<file path="config.mk">
export PLATFORM = sky130hd
export DESIGN_NAME = flash_ctrl_flat
export DESIGN_NICKNAME = d
export VERILOG_FILES = /design/src/rtl/flash_pkg.sv /design/src/rtl/flash_ctrl_if.sv /design/src/rtl/flash_timer.sv /design/src/rtl/flash_ctrl.sv /design/src/flat_wrapper.sv
export SDC_FILE = /design/constraint.sdc
export NUM_CORES = 1
export LEC_CHECK = 0
export BUFFER_PORTS_ARGS = -buffer_cell sky130_fd_sc_hd__buf_2
export CAP_MARGIN = 25
export CORE_MARGIN = 10
export CORE_UTILIZATION = 43
export DETAILED_ROUTE_END_ITERATION = 6
export GPL_ROUTABILITY_DRIVEN = 0
export PLACE_DENSITY = 0.73
export RECOVER_POWER = 50
export SYNTH_ARGS = -nofsm -noshare
export SYNTH_HDL_FRONTEND = slang
export SYNTH_SLANG_ARGS = --single-unit
</file>
<file path="constraint.sdc">
create_clock -name clk -period 3.15 [get_ports clk]
set_input_delay 0 -clock clk [delete_from_list [all_inputs] [get_ports clk]]
set_output_delay 0 -clock clk [all_outputs]
set_load 0.01 [all_outputs]
</file>
<file path="src/rtl/flash_pkg.sv">
// Shared types and constants for the flash macro initiator: state encoding,
// bus widths, default access timing and the timer width helper.
package flash_pkg;

  localparam int FLASH_ADDR_W = 24;
  localparam int FLASH_DATA_W = 32;

  localparam int DEF_SETUP_CYC   = 1;
  localparam int DEF_WR_CYC      = 4;
  localparam int DEF_RECOVER_CYC = 2;
  localparam int DEF_TIMEOUT     = 256;

  typedef enum logic [2:0] {
    ST_IDLE,
    ST_SETUP,
    ST_RD_WAIT,
    ST_WR_PULSE,
    ST_RECOVER,
    ST_RESP
  } flash_state_e;

  // The timer is loaded with (cycles - 1), so $clog2 of the largest count is enough.
  function automatic int timer_width(input int a, input int b, input int c, input int d);
    int m;
    m = a;
    if (b > m) m = b;
    if (c > m) m = c;
    if (d > m) m = d;
    return (m < 2) ? 1 : $clog2(m);
  endfunction

endpackage

</file>
<file path="src/rtl/flash_ctrl_if.sv">
// SoC-side request/response channels of the flash controller.
// master = SoC bus initiator, slave = flash_ctrl.
interface flash_ctrl_if
  import flash_pkg::*;
#(
  parameter int ADDR_W = FLASH_ADDR_W,
  parameter int DATA_W = FLASH_DATA_W
) ();

  logic              req_valid;
  logic              req_ready;
  logic              req_we;
  logic [ADDR_W-1:0] req_addr;
  logic [DATA_W-1:0] req_wdata;

  logic              rsp_valid;
  logic              rsp_ready;
  logic [DATA_W-1:0] rsp_rdata;
  logic              rsp_err;

  modport master (
    output req_valid, req_we, req_addr, req_wdata, rsp_ready,
    input  req_ready, rsp_valid, rsp_rdata, rsp_err
  );

  modport slave (
    input  req_valid, req_we, req_addr, req_wdata, rsp_ready,
    output req_ready, rsp_valid, rsp_rdata, rsp_err
  );

endinterface

</file>
<file path="src/rtl/flash_timer.sv">
// Loadable down-counter that paces every FSM state; stops at zero and flags it.
module flash_timer #(
  parameter int W = 8
) (
  input  logic         clk,
  input  logic         rst_n,
  input  logic         i_load,
  input  logic [W-1:0] i_load_val,
  output logic         o_zero
);

  logic [W-1:0] r_cnt;

  // NOTE: sequential state uses non-blocking assignments so every flop samples
  // pre-edge values regardless of block evaluation order.
  always_ff @(posedge clk or negedge rst_n) begin
    if (!rst_n) begin
      r_cnt <= '0;
    end else if (i_load) begin
      r_cnt <= i_load_val;
    end else if (r_cnt != '0) begin
      r_cnt <= r_cnt - 1'b1;
    end
  end

  assign o_zero = (r_cnt == '0);

endmodule

</file>
<file path="src/rtl/flash_ctrl.sv">
// Flash macro initiator: accepts single read/write requests, sequences the
// setup/strobe/wait/recovery timing on the flash pins and returns a response.
module flash_ctrl
  import flash_pkg::*;
#(
  parameter int ADDR_W      = FLASH_ADDR_W,
  parameter int DATA_W      = FLASH_DATA_W,
  parameter int SETUP_CYC   = DEF_SETUP_CYC,
  parameter int WR_CYC      = DEF_WR_CYC,
  parameter int RECOVER_CYC = DEF_RECOVER_CYC,
  parameter int TIMEOUT     = DEF_TIMEOUT
) (
  input  logic              clk,
  input  logic              rst_n,
  flash_ctrl_if.slave       bus,
  output logic              busy,
  output logic              flash_cs_n,
  output logic              flash_we_n,
  output logic              flash_oe_n,
  output logic [ADDR_W-1:0] flash_addr,
  output logic [DATA_W-1:0] flash_wdata,
  input  logic [DATA_W-1:0] flash_rdata,
  input  logic              flash_ready
);

  if (SETUP_CYC < 1)   begin : g_chk_setup   $error("SETUP_CYC must be >= 1");   end
  if (WR_CYC < 1)      begin : g_chk_wr      $error("WR_CYC must be >= 1");      end
  if (RECOVER_CYC < 1) begin : g_chk_recover $error("RECOVER_CYC must be >= 1"); end
  if (TIMEOUT < 1)     begin : g_chk_timeout $error("TIMEOUT must be >= 1");     end

  localparam int TMR_W = timer_width(SETUP_CYC, WR_CYC, RECOVER_CYC, TIMEOUT);
  localparam logic [TMR_W-1:0] LD_SETUP   = TMR_W'(SETUP_CYC - 1);
  localparam logic [TMR_W-1:0] LD_WR      = TMR_W'(WR_CYC - 1);
  localparam logic [TMR_W-1:0] LD_RECOVER = TMR_W'(RECOVER_CYC - 1);
  localparam logic [TMR_W-1:0] LD_TIMEOUT = TMR_W'(TIMEOUT - 1);

  flash_state_e      r_state, w_state_nx;
  logic              r_we, w_we_nx;
  logic              r_cs_n, w_cs_n_nx;
  logic              r_we_n, w_we_n_nx;
  logic              r_oe_n, w_oe_n_nx;
  logic [ADDR_W-1:0] r_addr, w_addr_nx;
  logic [DATA_W-1:0] r_wdata, w_wdata_nx;
  logic [DATA_W-1:0] r_rdata, w_rdata_nx;
  logic              r_err, w_err_nx;
  logic              r_rsp_valid, w_rsp_valid_nx;
  logic              r_req_ready, r_busy;
  logic              w_tmr_load, w_tmr_zero;
  logic [TMR_W-1:0]  w_tmr_val;

  flash_timer #(.W(TMR_W)) u_timer (
    .clk        (clk),
    .rst_n      (rst_n),
    .i_load     (w_tmr_load),
    .i_load_val (w_tmr_val),
    .o_zero     (w_tmr_zero)
  );

  // NOTE: every signal written here gets a default first so no path can
  // leave it unassigned and infer a latch.
  always_comb begin
    w_state_nx     = r_state;
    w_we_nx        = r_we;
    w_cs_n_nx      = r_cs_n;
    w_we_n_nx      = r_we_n;
    w_oe_n_nx      = r_oe_n;
    w_addr_nx      = r_addr;
    w_wdata_nx     = r_wdata;
    w_rdata_nx     = r_rdata;
    w_err_nx       = r_err;
    w_rsp_valid_nx = r_rsp_valid;
    w_tmr_load     = 1'b0;
    w_tmr_val      = '0;

    unique case (r_state)
      ST_IDLE: begin
        if (bus.req_valid && r_req_ready) begin
          w_we_nx    = bus.req_we;
          w_addr_nx  = bus.req_addr;
          w_wdata_nx = bus.req_wdata;
          w_rdata_nx = '0;
          w_err_nx   = 1'b0;
          w_cs_n_nx  = 1'b0;
          w_tmr_load = 1'b1;
          w_tmr_val  = LD_SETUP;
          w_state_nx = ST_SETUP;
        end
      end
      ST_SETUP: begin
        if (w_tmr_zero) begin
          w_tmr_load = 1'b1;
          if (r_we) begin
            w_we_n_nx  = 1'b0;
            w_tmr_val  = LD_WR;
            w_state_nx = ST_WR_PULSE;
          end else begin
            w_oe_n_nx  = 1'b0;
            w_tmr_val  = LD_TIMEOUT;
            w_state_nx = ST_RD_WAIT;
          end
        end
      end
      ST_RD_WAIT: begin
        // A ready on the last timeout cycle still wins over the timeout.
        if (flash_ready || w_tmr_zero) begin
          w_rdata_nx = flash_ready ? flash_rdata : '0;
          w_err_nx   = !flash_ready;
          w_cs_n_nx  = 1'b1;
          w_oe_n_nx  = 1'b1;
          w_tmr_load = 1'b1;
          w_tmr_val  = LD_RECOVER;
          w_state_nx = ST_RECOVER;
        end
      end
      ST_WR_PULSE: begin
        if (w_tmr_zero) begin
          w_cs_n_nx  = 1'b1;
          w_we_n_nx  = 1'b1;
          w_tmr_load = 1'b1;
          w_tmr_val  = LD_RECOVER;
          w_state_nx = ST_RECOVER;
        end
      end
      ST_RECOVER: begin
        if (w_tmr_zero) begin
          w_rsp_valid_nx = 1'b1;
          w_state_nx     = ST_RESP;
        end
      end
      ST_RESP: begin
        if (bus.rsp_ready) begin
          w_rsp_valid_nx = 1'b0;
          w_state_nx     = ST_IDLE;
        end
      end
      default: begin
        w_cs_n_nx  = 1'b1;
        w_we_n_nx  = 1'b1;
        w_oe_n_nx  = 1'b1;
        w_state_nx = ST_IDLE;
      end
    endcase
  end

  always_ff @(posedge clk or negedge rst_n) begin
    if (!rst_n) begin
      r_state     <= ST_IDLE;
      r_we        <= 1'b0;
      r_cs_n      <= 1'b1;
      r_we_n      <= 1'b1;
      r_oe_n      <= 1'b1;
      r_addr      <= '0;
      r_wdata     <= '0;
      r_rdata     <= '0;
      r_err       <= 1'b0;
      r_rsp_valid <= 1'b0;
      r_req_ready <= 1'b1;
      r_busy      <= 1'b0;
    end else begin
      r_state     <= w_state_nx;
      r_we        <= w_we_nx;
      r_cs_n      <= w_cs_n_nx;
      r_we_n      <= w_we_n_nx;
      r_oe_n      <= w_oe_n_nx;
      r_addr      <= w_addr_nx;
      r_wdata     <= w_wdata_nx;
      r_rdata     <= w_rdata_nx;
      r_err       <= w_err_nx;
      r_rsp_valid <= w_rsp_valid_nx;
      r_req_ready <= (w_state_nx == ST_IDLE);
      r_busy      <= (w_state_nx != ST_IDLE);
    end
  end

  assign bus.req_ready = r_req_ready;
  assign bus.rsp_valid = r_rsp_valid;
  assign bus.rsp_rdata = r_rdata;
  assign bus.rsp_err   = r_err;
  assign busy          = r_busy;
  assign flash_cs_n    = r_cs_n;
  assign flash_we_n    = r_we_n;
  assign flash_oe_n    = r_oe_n;
  assign flash_addr    = r_addr;
  assign flash_wdata   = r_wdata;

endmodule

</file>
<file path="src/flat_wrapper.sv">
// flat-port wrapper written by rule: the top's interface ports become plain ports
module flash_ctrl_flat import flash_pkg::*;
#(
  parameter int ADDR_W      = FLASH_ADDR_W,
  parameter int DATA_W      = FLASH_DATA_W,
  parameter int SETUP_CYC   = DEF_SETUP_CYC,
  parameter int WR_CYC      = DEF_WR_CYC,
  parameter int RECOVER_CYC = DEF_RECOVER_CYC,
  parameter int TIMEOUT     = DEF_TIMEOUT
)
  (clk, rst_n, busy, flash_cs_n, flash_we_n, flash_oe_n, flash_addr, flash_wdata, flash_rdata, flash_ready, bus_req_valid, bus_req_we, bus_req_addr, bus_req_wdata, bus_rsp_ready, bus_req_ready, bus_rsp_valid, bus_rsp_rdata, bus_rsp_err);
  flash_ctrl_if #(.ADDR_W(ADDR_W), .DATA_W(DATA_W)) bus_i ();
  input  logic clk;
  input  logic rst_n;
  output logic busy;
  output logic flash_cs_n;
  output logic flash_we_n;
  output logic flash_oe_n;
  output logic [ADDR_W-1:0] flash_addr;
  output logic [DATA_W-1:0] flash_wdata;
  input  logic [DATA_W-1:0] flash_rdata;
  input  logic flash_ready;
  input wire logic [$bits(bus_i.req_valid)-1:0] bus_req_valid;
  input wire logic [$bits(bus_i.req_we)-1:0] bus_req_we;
  input wire logic [$bits(bus_i.req_addr)-1:0] bus_req_addr;
  input wire logic [$bits(bus_i.req_wdata)-1:0] bus_req_wdata;
  input wire logic [$bits(bus_i.rsp_ready)-1:0] bus_rsp_ready;
  output wire logic [$bits(bus_i.req_ready)-1:0] bus_req_ready;
  output wire logic [$bits(bus_i.rsp_valid)-1:0] bus_rsp_valid;
  output wire logic [$bits(bus_i.rsp_rdata)-1:0] bus_rsp_rdata;
  output wire logic [$bits(bus_i.rsp_err)-1:0] bus_rsp_err;
  assign bus_i.req_valid = bus_req_valid;
  assign bus_i.req_we = bus_req_we;
  assign bus_i.req_addr = bus_req_addr;
  assign bus_i.req_wdata = bus_req_wdata;
  assign bus_i.rsp_ready = bus_rsp_ready;
  assign bus_req_ready = bus_i.req_ready;
  assign bus_rsp_valid = bus_i.rsp_valid;
  assign bus_rsp_rdata = bus_i.rsp_rdata;
  assign bus_rsp_err = bus_i.rsp_err;
  flash_ctrl #(.ADDR_W(ADDR_W), .DATA_W(DATA_W), .SETUP_CYC(SETUP_CYC), .WR_CYC(WR_CYC), .RECOVER_CYC(RECOVER_CYC), .TIMEOUT(TIMEOUT)) u_core (.clk(clk), .rst_n(rst_n), .bus(bus_i), .busy(busy), .flash_cs_n(flash_cs_n), .flash_we_n(flash_we_n), .flash_oe_n(flash_oe_n), .flash_addr(flash_addr), .flash_wdata(flash_wdata), .flash_rdata(flash_rdata), .flash_ready(flash_ready));
endmodule
</file>
==> metrics list <==
- For this run, the number of Yosys warnings is 0.
- Summing the areas of all compound-gate instances in the mapped netlist gives about 13% of the synthesized area.
- In the synthesized netlist, mux cells make up approximately 15% of the area.
- Synthesis handed over a netlist of about 310 instances.
- Leaving out fill and tap cells, the most frequent cell in the layout is buf_2.
- In the final routed layout, each cell accounts on average for between 15 and 20 µm.
* Num Clock Sinks: around 110
- Overall global routing resource usage: 18.8%
- In this run the clock root is driven by a clkbuf_8.
- Max H-tree Level: 3
- Pins over their slew limit: 34
* Peak supply drop: roughly 0.00022 V
- Commonest non-fill, non-tap cells in the layout: 140 x buf_2, 103 x dfrtp_1, 91 x dlygate4sd3_1
- Along the worst path, the maximum fanout reaches 33.
- Number of antenna-violating nets in the routed design: 0
- After detailed routing, the number of remaining DRC violations is 0.
- Critical path data arrival time: approximately 2.6 ns
* Seq cells post-synth: 107
- Entering global routing, the biggest net connects 53 pins.
* Count of hold-fix buffers inserted at cts: 91
- Layout overhead on the synthesized area: 48.8%
- Die boundary height: 121 µm
* Final period utilization: between 70 and 80%
- TritonCTS built the clock tree.
- Post-Place Cell Area: around 5400 µm²
- Final min period: 2.34 ns
- The floorplan step defined a die boundary enclosing 14600 µm².
- Sequential fraction of the synthesis area: between 60% and 70%
- After the first detailed-routing iteration, the DRC count stood at roughly 300.
- Headroom to the max-slew limit came out at -31.2%.
- Data on the critical path is required at its endpoint by around 3.4 ns.
* Syn nets: a little over 400
- Among all flip-flop cells after synthesis, the most frequent one is dfrtp_1.
- Routed wire length: between 10000 and 15000 µm
* Sum of negative setup slack: 0 ns
* Fraction of layout cells with a size suffix above 1: roughly 40%
- Worst hold path startpoint: flash_ready
- Worst-skew pair later-pin latency: ~0.37 ns
* Number of maximum-capacitance violations: 1
- The detailed router placed between 3k and 4k vias in this run.
* Dominant combinational cell family by area after synthesis: multiplexers
* First-pass detailed-route iteration total: 6
* Distinct cell type count after synthesis: 47
- Of all flip-flops after synthesis, the portion carrying an async set or reset was between 90% and 100%.
- Xor and xnor fraction of the mapped netlist area: 0.401%
- Each instance of the synthesized netlist takes up on average 14.1 µm².
* Setup ws final: ~0.8 ns
* Adder-Cell Fraction of Synth Area: less than 1%
* Maximum count of clock buffers along a single path: 2
- Once the floorplan was initialized, standard cells occupied 44.5% of the core.
* Number of cells on the worst reg-to-reg path: 6
- The final reports fail on max-capacitance violations, max-slew violations.
* Number of setup buffers added after CTS: 0
- Reg2Reg Launch Point: u_core.u_timer.r_cnt[1]
- For this design the ratio of total power to cell area is roughly 380 nW/µm².
* Placeable core region: 9820 µm²
- Die span in x: ~120 µm
- Dividing the detail-routed via count by the number of cells gives 5.09.
- Final design instance area without fill: roughly 6500 µm²
- Counting the buffers created by CTS gives 9.
- Reg clk slew, reported paths: ~0.10 ns
* Post-CTS Resized: 0
- Final count of hold timing violations: 0
- The endpoint identified for the worst register-to-register timing path is u_core.bus.rsp_err.
* Simple-gate portion of the synthesized area: 6.76%
- The setup path with the least slack is of type flip-flop to flip-flop.
- End of the worst hold path: u_core.r_state[1]
- Number of nets at the end of the flow: between 600 and 700
- Wire length of the first global-routing pass: 22000 µm
* Leakage power figure: ~3.3 nW
- Setup repair after global routing left no endpoint under its margin.
- Row generation in the floorplan step produced 36 rows.
* Peak Freq: roughly 430 MHz
- Prior to clock tree synthesis, the placed netlist has a worst setup slack of around 0.84 ns.
- Startpoint class of the critical path: flip-flop
- Number of synthesized flops with an enable pin: 0
- The tightest min-delay check is of the input port to flip-flop type.
- The total overflow left after global routing is 0.
- between 150 and 200 I/O pins were placed.
- Setup violations remaining at the end of the flow were counted as 0.
- Input and output buffers added on the ports amount to between 150 and 200.
* Synthesized cell area: approximately 4400 µm²
* Category of the worst setup path capture point: flip-flop
* Worst Max-Slew Pin Slew: between 1.5 and 2 ns
- Initial antenna violation count: 3
- Worst-case register-to-register setup slack: about 0.81 ns
* Worst clock skew on the final layout: roughly 0.023 ns
- Post-layout utilization of the core: 66.2%
- The via count of the first global-routing pass was approximately 4.0k.
- Outcome: finished, violations left
- DP HPWL: 9250 µm
- Along the worst hold path, the cell count comes to 4.
==> layer usage <==
metal / part of all wire [%] / vias up / track usage, %
met5: 0 / - / 0
met4: 4.4 / 0 / 9.58
met3: 7.5 / 42 / 6.84
met2: 50 / 150 / 31.9
met1: 38 / 1808 / 20.3
li1: - / 1695 / -
==> metrics by stage <==
| stage | cells | hold WS (ns) | total power [mW] |
|---|---|---|---|
| detailed placement | 616 | -0.00580 | 1.49 |
| CTS | 723 | 0.105 | 2.51 |
| finish | 726 | 0.117 | 2.48 |
| global placement | 615 | 0.217 | 1.49 |
| global route | 726 | 0.137 | 2.59 |
| floorplan | 311 | -0.296 | 1.40 |
==> how the worst max path moves through the flow <==
| stage | startpoint | endpoint | slack, ns | cells past startpoint |
|---|---|---|---|---|
| final | u_core.u_timer.r_cnt[1] | u_core.bus.rsp_err | 0.81 | 6 |
| after detailed placement | u_core.u_timer.r_cnt[1] | u_core.bus.rsp_err | 0.84 | 6 |
| after floorplan | u_core.u_timer.r_cnt[0] | u_core.bus.rsp_rdata[10] | 1.33 | 7 |
| after global routing | rst_n | u_core.bus.rsp_rdata[13] | 0.54 | 3 |
| after global placement | u_core.u_timer.r_cnt[0] | u_core.bus.rsp_err | 0.88 | 6 |
| after CTS | u_core.u_timer.r_cnt[1] | u_core.bus.rsp_err | 0.81 | 6 |
==> Yosys cell counts, drive strengths merged (2+ instances only) <==
cell | count | area share (%)
dfrtp | 103 | 59
mux2 | 58 | 15
a22o | 33 | 6.6
buf | 18 | 2.5
a21oi | 9 | 1.1
nand2 | 9 | 0.77
nor2 | 8 | 0.86
o21ai | 7 | 0.80
nor3 | 6 | 0.80
inv | 5 | 0.43
dfstp | 4 | 2.4
nor4 | 4 | 1.3
o22ai | 4 | 0.57
a211o | 3 | 0.60
a22oi | 3 | 0.52
clkbuf | 3 | 0.26
nand2b | 3 | 0.43
nor2b | 3 | 0.43
nor4b | 3 | 0.60
a21o | 2 | 0.34
and2 | 2 | 0.29
nor3b | 2 | 0.46
o22a | 2 | 0.40
o41a | 2 | 0.52
or4 | 2 | 0.43
==> flip-flops by register name (all words and copies together), names as in the netlist <==
name                  cells
u_core.flash_cs_n         1
u_core.r_state            3
u_core.bus.rsp_rdata     32
u_core.u_timer.r_cnt      8
u_core.bus.rsp_err        1
u_core.busy               1
u_core.r_we               1
u_core.bus.rsp_valid      1
u_core.flash_wdata       32
u_core.flash_we_n         1
u_core.flash_oe_n         1
u_core.flash_addr        24
u_core.bus.req_ready      1
==> power by group <==
group	total, mW	switching (mW)	internal [mW]
logic	0.186	0.0667	0.119
registers	1.37	0	1.37
clock network	0.920	0.507	0.413
total	2.48	0.574	1.91
==> final cells by class <==
type / instances / area (µm²)
Antenna cell: 3 / 7.51
Clock buffer: 10 / 138
Clock inverter: 6 / 91.3
Fill cell: 757 / 3310
Inverter: 5 / 18.8
Multi-Input combinational cell: 178 / 1550
Sequential cell: 107 / 2680
Tap cell: 133 / 166
Timing Repair Buffer: 284 / 1850
==> cell families after synthesis <==
group                      after synthesis
DFF                                    107
AOI/OAI and AO/OA                       72
muxes                                   59
and+or+nand+nor                         44
buffers and inverters                   26
xor gates and xnor gates                 2
adders and majority gates                1
==> worst max-delay path, stage by stage, from the launching register on <==
cell and delay, ns:
dfrtp_1 0.42, inv_1 0.06, ha_1 0.21, nor3b_1 0.20
a21o_1 0.22, a21oi_4 0.72, mux2_2 0.41
(Power assumes the default switching activity.)
